==> config.mk <==
export PLATFORM = sky130hd
export DESIGN_NAME = slv_guard_rst_ctrl
export DESIGN_NICKNAME = d
export VERILOG_FILES = /design/src/rtl/slv_guard_rst_ctrl.sv
export SDC_FILE = /design/constraint.sdc
export NUM_CORES = 1
export LEC_CHECK = 0
export ABC_AREA = 1
export CAP_MARGIN = 10
export CORE_MARGIN = 1.5
export CORE_UTILIZATION = 54
export CTS_CLUSTER_SIZE = 12
export DETAILED_ROUTE_END_ITERATION = 12
export HOLD_SLACK_MARGIN = 0.1
export PLACE_DENSITY_LB_ADDON = 0.1
export SYNTH_ARGS = -nofsm -noshare
export SYNTH_HDL_FRONTEND = slang
export SYNTH_SLANG_ARGS = --single-unit
==> constraint.sdc <==
create_clock -name clk_i -period 3.7 [get_ports clk_i]
set_clock_uncertainty 0.05 [all_clocks]
set_input_delay 0.555 -clock clk_i [delete_from_list [all_inputs] [get_ports clk_i]]
set_output_delay 0.555 -clock clk_i [all_outputs]
set_load 0.03 [all_outputs]
==> src/rtl/slv_guard_rst_ctrl.sv <==
// Recovery sequencer: isolates, drains, resets and clears a subordinate after a guard timeout.
// Optional cause capture is enabled by defining SLV_GUARD_RST_CAUSE_EN.
module slv_guard_rst_ctrl #(
    parameter int CntWidth   = 10,
    parameter int MaxRetries = 3,
    parameter int FltWidth   = $clog2(MaxRetries + 1)
) (
    input  logic                clk_i,
    input  logic                rst_ni,
    input  logic                guard_ena_i,
    input  logic                timeout_wr_i,
    input  logic                timeout_rd_i,
    input  logic                sub_idle_i,
    input  logic [CntWidth-1:0] drain_budget_i,
    input  logic [CntWidth-1:0] rst_hold_i,
    input  logic                rst_stat_i,
    input  logic                irq_clr_i,
    input  logic                unlock_i,
    output logic                isolate_o,
    output logic                rst_req_o,
    output logic                clear_o,
    output logic                irq_o,
    output logic                busy_o,
    output logic                locked_o,
    output logic [FltWidth-1:0] fault_cnt_o,
    output logic [1:0]          cause_o
);

    typedef enum logic [2:0] {
        ST_IDLE    = 3'd0,
        ST_DRAIN   = 3'd1,
        ST_RESET   = 3'd2,
        ST_RECOVER = 3'd3,
        ST_CLEAR   = 3'd4,
        ST_LOCKED  = 3'd5
    } state_e;

    localparam logic [CntWidth-1:0] CntMax  = {CntWidth{1'b1}};
    localparam logic [CntWidth-1:0] CntZero = {CntWidth{1'b0}};
    localparam logic [FltWidth-1:0] FltMax  = FltWidth'(MaxRetries);

    state_e              state_r;
    state_e              state_nxt_s;
    logic [CntWidth-1:0] cnt_r;
    logic [CntWidth-1:0] cnt_nxt_s;
    logic [FltWidth-1:0] fault_cnt_r;
    logic [FltWidth-1:0] fault_nxt_s;
    logic                fault_entry_s;
    logic                isolate_r;
    logic                rst_req_r;
    logic                clear_r;
    logic                irq_r;
    logic                busy_r;
    logic                locked_r;

    function automatic logic [CntWidth-1:0] sat_inc(input logic [CntWidth-1:0] v);
        sat_inc = (v == CntMax) ? v : v + CntWidth'(1);
    endfunction

    // Next-state, cycle counter and fault counter logic.
    always_comb begin
        state_nxt_s   = state_r;
        cnt_nxt_s     = cnt_r;
        fault_nxt_s   = fault_cnt_r;
        fault_entry_s = 1'b0;
        case (state_r)
            ST_IDLE: begin
                if (guard_ena_i && (timeout_wr_i || timeout_rd_i)) begin
                    state_nxt_s   = ST_DRAIN;
                    cnt_nxt_s     = CntZero;
                    fault_entry_s = 1'b1;
                    fault_nxt_s   = (fault_cnt_r == FltMax) ? fault_cnt_r
                                                            : fault_cnt_r + FltWidth'(1);
                end else begin
                    cnt_nxt_s = CntZero;
                end
            end
            ST_DRAIN: begin
                if (sub_idle_i || (cnt_r == drain_budget_i)) begin
                    state_nxt_s = ST_RESET;
                    cnt_nxt_s   = CntZero;
                end else begin
                    cnt_nxt_s = sat_inc(cnt_r);
                end
            end
            ST_RESET: begin
                // The hold time must elapse before the reset status is trusted.
                if ((cnt_r >= rst_hold_i) && rst_stat_i) begin
                    state_nxt_s = ST_RECOVER;
                    cnt_nxt_s   = CntZero;
                end else begin
                    cnt_nxt_s = sat_inc(cnt_r);
                end
            end
            ST_RECOVER: begin
                if (!rst_stat_i) begin
                    state_nxt_s = ST_CLEAR;
                end else begin
                    state_nxt_s = ST_RECOVER;
                end
            end
            ST_CLEAR: begin
                if (fault_cnt_r == FltMax) begin
                    state_nxt_s = ST_LOCKED;
                end else begin
                    state_nxt_s = ST_IDLE;
                end
            end
            ST_LOCKED: begin
                if (unlock_i) begin
                    state_nxt_s = ST_IDLE;
                    fault_nxt_s = {FltWidth{1'b0}};
                end else begin
                    state_nxt_s = ST_LOCKED;
                end
            end
            default: begin
                state_nxt_s = ST_IDLE;
                cnt_nxt_s   = CntZero;
            end
        endcase
    end

    // State, counters and outputs registered together from the next state.
    always_ff @(posedge clk_i or negedge rst_ni) begin
        if (!rst_ni) begin
            state_r     <= ST_IDLE;
            cnt_r       <= CntZero;
            fault_cnt_r <= {FltWidth{1'b0}};
            isolate_r   <= 1'b0;
            rst_req_r   <= 1'b0;
            clear_r     <= 1'b0;
            irq_r       <= 1'b0;
            busy_r      <= 1'b0;
            locked_r    <= 1'b0;
        end else begin
            state_r     <= state_nxt_s;
            cnt_r       <= cnt_nxt_s;
            fault_cnt_r <= fault_nxt_s;
            isolate_r   <= (state_nxt_s != ST_IDLE);
            rst_req_r   <= (state_nxt_s == ST_RESET);
            clear_r     <= (state_nxt_s == ST_CLEAR);
            busy_r      <= (state_nxt_s != ST_IDLE);
            locked_r    <= (state_nxt_s == ST_LOCKED);
            // A new fault wins over a simultaneous clear.
            if (fault_entry_s) begin
                irq_r <= 1'b1;
            end else if (irq_clr_i) begin
                irq_r <= 1'b0;
            end else begin
                irq_r <= irq_r;
            end
        end
    end

    assign isolate_o   = isolate_r;
    assign rst_req_o   = rst_req_r;
    assign clear_o     = clear_r;
    assign irq_o       = irq_r;
    assign busy_o      = busy_r;
    assign locked_o    = locked_r;
    assign fault_cnt_o = fault_cnt_r;

`ifdef SLV_GUARD_RST_CAUSE_EN
    logic [1:0] cause_r;

    // Cause of the most recent fault, held until the next fault or an unlock.
    always_ff @(posedge clk_i or negedge rst_ni) begin
        if (!rst_ni) begin
            cause_r <= 2'b00;
        end else if (fault_entry_s) begin
            cause_r <= {timeout_rd_i, timeout_wr_i};
        end else if ((state_r == ST_LOCKED) && unlock_i) begin
            cause_r <= 2'b00;
        end else begin
            cause_r <= cause_r;
        end
    end

    assign cause_o = cause_r;
`else
    assign cause_o = 2'b00;
`endif

endmodule

==> results.json, run 1 <==
{
  "ys_types": 31,
  "worst_slew_pin_slew_ps": 949,
  "seqPwrFrac_pct": 33.2,
  "core_um2": 3030,
  "vias_per_cell": 5.10,
  "place_area_um2": 2070,
  "setup_violations": 0,
  "fp.dieH_um": 59.0,
  "grt_pass1_vias": 1559,
  "swShare_pct": 42.4,
  "final_cells": 332,
  "grt_first_pass_wirelength_um": 6510,
  "cts.path.max_buffers": 2,
  "initial_core_util_pct": 56.0,
  "grt_max_degree": 21,
  "multi_input_area_um2": 977,
  "r2r-start": "state_r[2]",
  "synth_area_leader_cell": "dfrtp_1",
  "max_cap_viol_count": 0,
  "critPathArrivalTime_ps": 2240,
  "timing.fmax_mhz": 491,
  "crit_type": "input pin to flop",
  "post_drt_wl_per_cell_um": 12.1,
  "fin_tns_setup_ps": 0,
  "grt_antenna_before_repair": 0,
  "post-route-period-util_pct": 55.1,
  "ys_ff_latch": 20,
  "slew_headroom_pct": 36.5,
  "diodes": 0,
  "drive_gt1_share_pct": 7.99,
  "netlist_instances": 253,
  "cts.sinks": 20,
  "ys_top_cells_by_area": "dfrtp_1 30%, nand2_1 14%, nand3_1 12%, ha_1 8.9%, inv_1 8.6%",
  "grt_overflow": 0,
  "avgSynthCellArea_um2": 6.70,
  "cts_tree": "built",
  "peakVddDrop_mv": 0.407,
  "run_status": "finished clean",
  "port-buffer-count": 36,
  "design_area_um2": 2130,
  "netlist_area_um2": 1700,
  "drtPass1Iterations": 4,
  "htree_levels": 1,
  "fin_nets": 330,
  "r2r-end": "rst_req_o",
  "regArea_um2": 500,
  "cts_setup_buffers": 0,
  "die_w_um": 59.0,
  "dp_hpwl_um": 3000,
  "power.internal_uw": 560,
  "numCtsBuffers": 3,
  "syn_to_final_growth_pct": 25.4,
  "hold_slack_ps": 497,
  "reg2reg_depth": 6,
  "crit_path_end": "cnt_r[9]",
  "drc_errors": 0,
  "reg2reg_slack_ps": 1850,
  "cp_data_required_time_ps": 3900,
  "ys_seq_area_share_pct": 29.5,
  "clkTransAtPathRegs_ps": 120,
  "synth_warnings": 0,
  "switchingPower_uw": 413,
  "core.rowCount": 20,
  "p_per_area_nw_per_um2": 457,
  "pin_count": 39,
  "ant_nets": 0,
  "p_clk_share_pct": 18.8,
  "die_area_um2": 3480,
  "share_comb_of_total_power_pct": 48.1,
  "clockRootBuffer": "clkbuf_4",
  "fin_crit_ps": 2040,
  "min_path_type": "flop to flop",
  "power_uw": 972,
  "critPathMaxFanout": 10,
  "grt_use_total_pct": 24.8,
  "crit_path_end_kind": "flop",
  "start_kind": "input pin",
  "dpl.cell_count": 328,
  "fillCellCount": 300,
  "holdBufCountCts": 0,
  "finalHoldViolCount": 0,
  "num_vias": 1692,
  "gp_congestion": 0.868,
  "drtIter0Drc": 73,
  "drv_slew": 0,
  "yosysTopAreaCellShare_pct": 29.5,
  "cts_resized": 0,
  "p_leak_uw": 0.00112,
  "clk_latency_ps": 310,
  "rsz0062_at_grt": "no",
  "wirelength_um": 4020,
  "cp-startpoint": "rst_hold_i[5]"
}
[cell type report]
type	count	share of cell area, %
multi-input cells	181	46.0
clock buffers	3	1.06
clock inverters	1	1.41
repair buffers	37	17.3
inverters	46	8.12
well taps	44	2.59
flip-flops and latches	20	23.5
[layout by cell type (no fill, tap or decap), types with 4 or more instances in the layout]
cell	netlist	layout
xor2_1	5	5
a21oi_1	4	4
nor2_1	17	17
clkdlybuf4s50_1	0	36
inv_1	39	39
o21ai_0	9	9
ha_1	12	12
dfrtp_1	20	20
inv_2	6	6
nor3_1	4	4
nand3_1	42	42
nand2_1	64	64
[power groups by stage]
| stage | Clock, uW | Sequential, uW | Combinational (uW) |
|---|---|---|---|
| final | 183 | 322 | 467 |
| after global routing | 191 | 331 | 530 |
| after CTS | 185 | 322 | 471 |
| after detailed placement | 0 | 326 | 466 |
| after global placement | 0 | 324 | 455 |
| after floorplan | 0 | 363 | 271 |
[cells by family after synthesis]
group | synth area share (%)
flip-flops | 29.5
adder cells (fa/ha/maj) | 8.86
AO/OA/AOI/OAI | 7.60
other | 0.221
XOR/XNOR | 3.10
AND/OR/NAND/NOR | 37.6
buffers and inverters | 13.1
[metal layers]
metal,vias up,global-route usage [%],routed length (um)
met5,-,0,0
met4,0,12.0,89
met3,10,3.06,206
met2,50,39.2,1800
met1,759,33.5,1920
li1,873,-,-
[through the flow]
stage          worst slack, ps  utilization (%)
5_1_grt                   1550             70.2
3_3_place_gp              1380             68.5
2_1_floorplan             1980                -
6_report                  1660             70.2
4_1_cts                   1670             70.2
3_5_place_dp              1350             68.5
[critical path: stages]
cell and delay, ps:
clkdlybuf4s50_1 450, inv_1 40, ha_1 290, a21o_1 180, o21ai_0 150, nand3_1 140
nand2_2 210, nand3_1 100, nand3_1 120
[Yosys cell counts (all sizes together)]
cell type and instances:
buf 7, inv 45, o21bai 1, nand2 67, clkinv 1, a21oi 4
nand3b 1, o21a 1, o21ai 13, dfrtp 20, nand3 44, xnor2 1
nor3 6, o22ai 1, ha 12, nor2 19, nand4 2, conb 1
xor2 5, a21o 1, or2 1
[state kept, by name, summed over array words and instances (netlist names)]
register and flops:
cnt_r 10, state_r 3, busy_o 1, fault_cnt_o 2
irq_o 1, rst_req_o 1, clear_o 1, locked_o 1
[how the worst min path moves through the flow]
stage	start	cells after the start	slack [ps]	end
2_1_floorplan	rst_ni	0	210	busy_o
3_3_place_gp	irq_o	2	470	irq_o
3_5_place_dp	irq_o	2	490	irq_o
4_1_cts	irq_o	2	510	irq_o
5_1_grt	irq_o	2	520	irq_o
6_report	irq_o	2	500	irq_o
Note: power is estimated with default switching activity, not from simulation.
==> run 2: changes to the inputs <==
--- a/config.mk
+++ b/config.mk
@@ -8,7 +8,7 @@
 export ABC_AREA = 1
 export CAP_MARGIN = 10
 export CORE_MARGIN = 1.5
-export CORE_UTILIZATION = 54
+export CORE_UTILIZATION = 50
 export CTS_CLUSTER_SIZE = 12
 export DETAILED_ROUTE_END_ITERATION = 12
 export HOLD_SLACK_MARGIN = 0.1
==> constraint.sdc (replaced) <==
create_clock -name clk_i -period 2 [get_ports clk_i]
set_clock_uncertainty 0.05 [all_clocks]
set_input_delay 0.3 -clock clk_i [delete_from_list [all_inputs] [get_ports clk_i]]
set_output_delay 0.3 -clock clk_i [all_outputs]
set_load 0.03 [all_outputs]
==> run 2 against run 1 <==
  * Wire length fell by 4.5%
  * Core utilization down 2.0 points
  * Hold slack lost 210 ps
  * Sequential share of layout area decreased by 0.083 points
  * Cell count is 1.2% higher
  * Total power is 72% higher
  * First-iteration DRC count fell by 53%
  * Setup slack worse by 1400 ps
  * Count of clock-buffer cells in the layout did not move
  * Global-route usage decreased by 1.6 points
  * Combinational power up 94%
  * Critical endpoint is now cnt_r[2]
  * Largest cell class unchanged
==> results.json, run 2 (same netlist as run 1, synthesis figures left out) <==
{
  "post_drt_wl_per_cell_um": 11.4,
  "final_cells": 336,
  "pin_count": 39,
  "crit_path_end_kind": "flop",
  "numCtsBuffers": 3,
  "fp.dieH_um": 61.2,
  "drc_errors": 0,
  "p_leak_uw": 0.00113,
  "die_w_um": 61.2,
  "cts_resized": 0,
  "core_um2": 3130,
  "drtPass1Iterations": 4,
  "rsz0062_at_grt": "no",
  "max_cap_viol_count": 0,
  "core.rowCount": 20,
  "path_buf_inv": 0,
  "top_register": "cnt_r",
  "min_path_type": "input pin to async pin",
  "critPathArrivalTime_ps": 1960,
  "grt_max_degree": 21,
  "crit_type": "flop to flop",
  "crit_chain": "ha_1 > a21o_1 > o21ai_0 > nand3_1 > nand2_2 > nand3_1 > nand3_1",
  "post-route-period-util_pct": 89.0,
  "wl_met1_um": 1870,
  "cpPeakStageDelay_ps": 490,
  "num_vias": 1656,
  "clk_latency_ps": 290,
  "fin_nets": 335,
  "finalHoldViolCount": 0,
  "p_per_area_nw_per_um2": 782,
  "cts.sinks": 20,
  "grt_first_pass_wirelength_um": 6490,
  "final_cell_mix": "64 x nand2_1, 42 x nand3_1, 39 x inv_1, 36 x clkdlybuf4s50_1, 20 x dfrtp_1",
  "drtIter0Drc": 34,
  "initial_core_util_pct": 54.2,
  "syn_to_final_growth_pct": 25.8,
  "largest_reg_flops": 10,
  "ant_nets": 0,
  "htree_levels": 1,
  "cts.path.max_buffers": 2,
  "peakVddDrop_mv": 0.746,
  "die_area_um2": 3750,
  "start_kind": "flop",
  "wl_met3_um": 190,
  "dpl.cell_count": 333,
  "vias_per_cell": 4.93,
  "place_area_um2": 2110,
  "clockRootBuffer": "clkbuf_4",
  "diodes": 0,
  "gp_congestion": 0.886,
  "cts_tree": "built",
  "crit_slowest_cell": "dfrtp_1",
  "fin_crit_ps": 1780,
  "grt_overflow": 0,
  "setup_violations": 0,
  "dp_hpwl_um": 3070,
  "crit_top_cell": "nand3_1",
  "port-buffer-count": 36,
  "drv_slew": 0,
  "wirelength_um": 3830,
  "clkTransAtPathRegs_ps": 100,
  "critical-path-top-delay-family": "simple AND/OR/NAND/NOR gates",
  "grt_antenna_before_repair": 0,
  "grt_pass1_vias": 1462,
  "drive_gt1_share_pct": 9.25,
  "grt_use_total_pct": 23.1,
  "cts_setup_buffers": 0,
  "fillCellCount": 290,
  "fin_tns_setup_ps": 0,
  "holdBufCountCts": 0,
  "timing.fmax_mhz": 562,
  "run_status": "finished clean",
  "critPathMaxFanout": 10,
  "final_common_cell": "nand2_1",
  "highest_layer": "met4",
  "cp_data_required_time_ps": 2180,
  "design_area_um2": 2130,
  "wl_met2_um": 1760
}
-- run 2: cell count changes in the layout (fill, tap and decap cells not counted) --
cell       delta
bufinv_16     -1
buf_4         +5
-- run 2: report_power, final --
group / switching (uW) / internal, uW / total (uW)
clock: 109 / 70.2 / 179
sequential: 88.8 / 498 / 587
combinational: 535 / 368 / 904
total: 733 / 936 / 1670
-- run 2: layer usage --
metal | vias up | track usage, %
met5 | - | 0
met4 | 0 | 2.80
met3 | 2 | 4.41
met2 | 36 | 36.3
met1 | 737 | 34.1
li1 | 881 | -
-- run 2: final timing paths --
check / from / end / slack, ps / depth (start not counted)
max in group asynchronous: rst_ni / state_r[0] / 1410 / 2
worst min register to register: irq_o / irq_o / 490 / 2
worst max register to register: cnt_r[5] / cnt_r[2] / 220 / 7
worst min-delay path: rst_ni / cnt_r[9] / 280 / 2
min in group clk_i: irq_o / irq_o / 490 / 2
worst max-delay path: cnt_r[5] / cnt_r[2] / 220 / 7
-- run 2: final cells by class --
class / instances / area [um2] / area share (%)
Clock buffer: 3 / 22.5 / 1.06
Inverter: 46 / 173 / 8.09
Timing Repair Buffer: 42 / 405 / 19.0
Multi-Input combinational cell: 181 / 977 / 45.8
Sequential cell: 20 / 500 / 23.5
Tap cell: 44 / 55.1 / 2.58
-- run 2: per-stage QoR --
step	hold slack [ps]	power (uW)	util [%]	setup WS [ps]
2_1_floorplan	-45.6	1170	-	430
3_3_place_gp	471	1480	67.5	-30.2
3_5_place_dp	476	1490	67.5	-69.2
4_1_cts	287	1680	68.2	215
5_1_grt	284	1820	68.2	53.8
6_report	284	1670	68.2	220
==> run 3: changes to the inputs <==
--- a/config.mk
+++ b/config.mk
@@ -7,8 +7,10 @@
 export LEC_CHECK = 0
 export ABC_AREA = 1
 export CAP_MARGIN = 10
+export CELL_PAD_IN_SITES_DETAIL_PLACEMENT = 1
+export CELL_PAD_IN_SITES_GLOBAL_PLACEMENT = 1
 export CORE_MARGIN = 1.5
-export CORE_UTILIZATION = 50
+export CORE_UTILIZATION = 35
 export CTS_CLUSTER_SIZE = 12
 export DETAILED_ROUTE_END_ITERATION = 12
 export HOLD_SLACK_MARGIN = 0.1
==> constraint.sdc (replaced) <==
create_clock -name clk_i -period 1.85 [get_ports clk_i]
set_clock_uncertainty 0.05 [all_clocks]
set_input_delay 0.2775 -clock clk_i [delete_from_list [all_inputs] [get_ports clk_i]]
set_output_delay 0.2775 -clock clk_i [all_outputs]
set_load 0.03 [all_outputs]
==> run 3 against run 2 <==
  * Clock power increased by 87%
  * Count of clock-buffer cells in the layout increased by 1
  * Combinational power increased by 18%
  * Hold slack improved by 25 ps
  * Cell count increased by 6.3%
  * Sequential share of layout area decreased by 1.8 points
  * Largest cell class unchanged
  * Total power increased by 23%
  * Register-to-register slack got worse by 90 ps
  * Non-clock buffer count increased by 9
  * First-iteration DRC count decreased by 5.9%
  * Global-route usage decreased by 2.7 points
  * Largest power group unchanged
  * Core utilization decreased by 19 points
==> results.json, run 3 (same netlist as run 1, synthesis figures left out) <==
{
  "peakVddDrop_mv": 0.428,
  "final_cell_mix": "63 x nand2_1, 40 x nand3_1, 39 x inv_1, 36 x clkdlybuf4s50_1, 20 x dfrtp_1",
  "fp.dieH_um": 72.6,
  "post-route-period-util_pct": 94.7,
  "initial_core_util_pct": 36.1,
  "syn_to_final_growth_pct": 36.5,
  "r2r-end": "busy_o",
  "grt_first_pass_wirelength_um": 8430,
  "cp-startpoint": "rst_hold_i[9]",
  "crit_chain": "clkdlybuf4s50_1 > inv_1 > ha_1 > a21oi_1 > o21a_1 > nand3_4 > nand3_2 > nand2_1 > nor2_1 > nand2_1",
  "core_um2": 4690,
  "grt_overflow": 0,
  "numCtsBuffers": 3,
  "crit_slowest_cell": "clkdlybuf4s50_1",
  "diodes": 0,
  "min_path_type": "input pin to async pin",
  "finalHoldViolCount": 0,
  "final_common_cell": "nand2_1",
  "fin_nets": 345,
  "clkTransAtPathRegs_ps": 70,
  "num_vias": 1814,
  "final_util_pct": 49.3,
  "crit_path_end_kind": "flop",
  "vias_per_cell": 5.08,
  "drive_gt1_share_pct": 15.2,
  "grt_max_degree": 21,
  "gp_congestion": 0.810,
  "crit_path_end": "busy_o",
  "p_per_area_nw_per_um2": 886,
  "final_cells": 357,
  "cp_data_required_time_ps": 1950,
  "power_uw": 2050,
  "critPathArrivalTime_ps": 1850,
  "r2r-start": "cnt_r[0]",
  "max_cap_viol_count": 0,
  "crit_type": "input pin to flop",
  "cpPeakStageDelay_ps": 460,
  "grt_use_total_pct": 20.4,
  "largest_reg_flops": 10,
  "clockRootBuffer": "clkbuf_8",
  "fillCellCount": 624,
  "reg2reg_slack_ps": 130,
  "die_area_um2": 5270,
  "drtIter0Drc": 32,
  "start_kind": "input pin",
  "die_w_um": 72.6,
  "top_register": "cnt_r",
  "setup_violations": 0,
  "cts.path.max_buffers": 2,
  "crit_top_cell": "nand2_1",
  "wirelength_um": 5010,
  "drv_slew": 0,
  "path_depth": 10,
  "timing.fmax_mhz": 571,
  "cts.sinks": 20,
  "p_leak_uw": 0.00122,
  "grt_antenna_before_repair": 0,
  "grt_pass1_vias": 1902,
  "port-buffer-count": 36,
  "run_status": "finished clean",
  "dp_hpwl_um": 3950,
  "fin_crit_ps": 1750,
  "pin_count": 39,
  "ant_nets": 0,
  "reg2reg_depth": 10,
  "htree_levels": 1,
  "drtPass1Iterations": 4,
  "path_buf_inv": 2,
  "post_drt_wl_per_cell_um": 14.0,
  "dpl.cell_count": 351,
  "critical-path-top-delay-family": "buffers and inverters",
  "critPathMaxFanout": 3,
  "core.rowCount": 25,
  "clk_latency_ps": 260,
  "drc_errors": 0,
  "cts_tree": "built"
}
run 3: area by class of cell:
class	instances	area (um2)	area share [%]
well taps	54	67.6	2.92
flip-flops and latches	20	500	21.6
multi-input cells	182	1050	45.2
repair buffers	51	473	20.4
clock buffers	4	55.1	2.38
inverters	46	173	7.46
run 3: where the power goes:
group	internal (uW)	switching (uW)	total [uW]
Combinational	445	625	1070
Clock	189	146	335
Sequential	538	108	646
run 3: through the flow:
stage	setup TNS, ps	setup WS, ps	hold WS [ps]	instance area (um2)
detailed placement	-3280	-280	483	2180
CTS	-7.14	-7.14	313	2240
global route	-1.31	-1.31	329	2310
floorplan	0	280	-68.1	1700
finish	0	97.3	310	2310
global placement	-2740	-238	478	2180
run 3: what timing repair did:
action,in CTS,in global routing
resized for setup,1,13
gates cloned,0,1
setup buffers,0,1
setup endpoints to repair,2,13
pin swaps,0,4
hold buffers,0,0
hold endpoints to repair,0,0
run 3: worst reg2reg max path, stage by stage, from the launching register on:
cell	delay [ps]
dfrtp_1	390
inv_1	70
ha_1	270
o21ai_1	150
nand2_1	110
nand3_1	120
nand3_4	130
nand3_2	100
nand2_1	60
nor2_1	90
nand2_1	60
run 3: metal layers:
| metal | routed length [um] | share of wire (%) | track usage (%) | vias up |
|---|---|---|---|---|
| met5 | 0 | 0 | 0 | - |
| met4 | 74 | 1.5 | 6.50 | 0 |
| met3 | 114 | 2.3 | 2.21 | 8 |
| met2 | 2480 | 50 | 36.2 | 31 |
| met1 | 2340 | 47 | 26.0 | 871 |
| li1 | - | - | - | 904 |
run 3: worst min path at each step:
stage / end / slack (ps) / cells after the start
floorplan: busy_o / -70 / 0
global placement: irq_o / 480 / 2
detailed placement: irq_o / 480 / 2
CTS: busy_o / 310 / 2
global route: busy_o / 330 / 2
finish: busy_o / 310 / 2
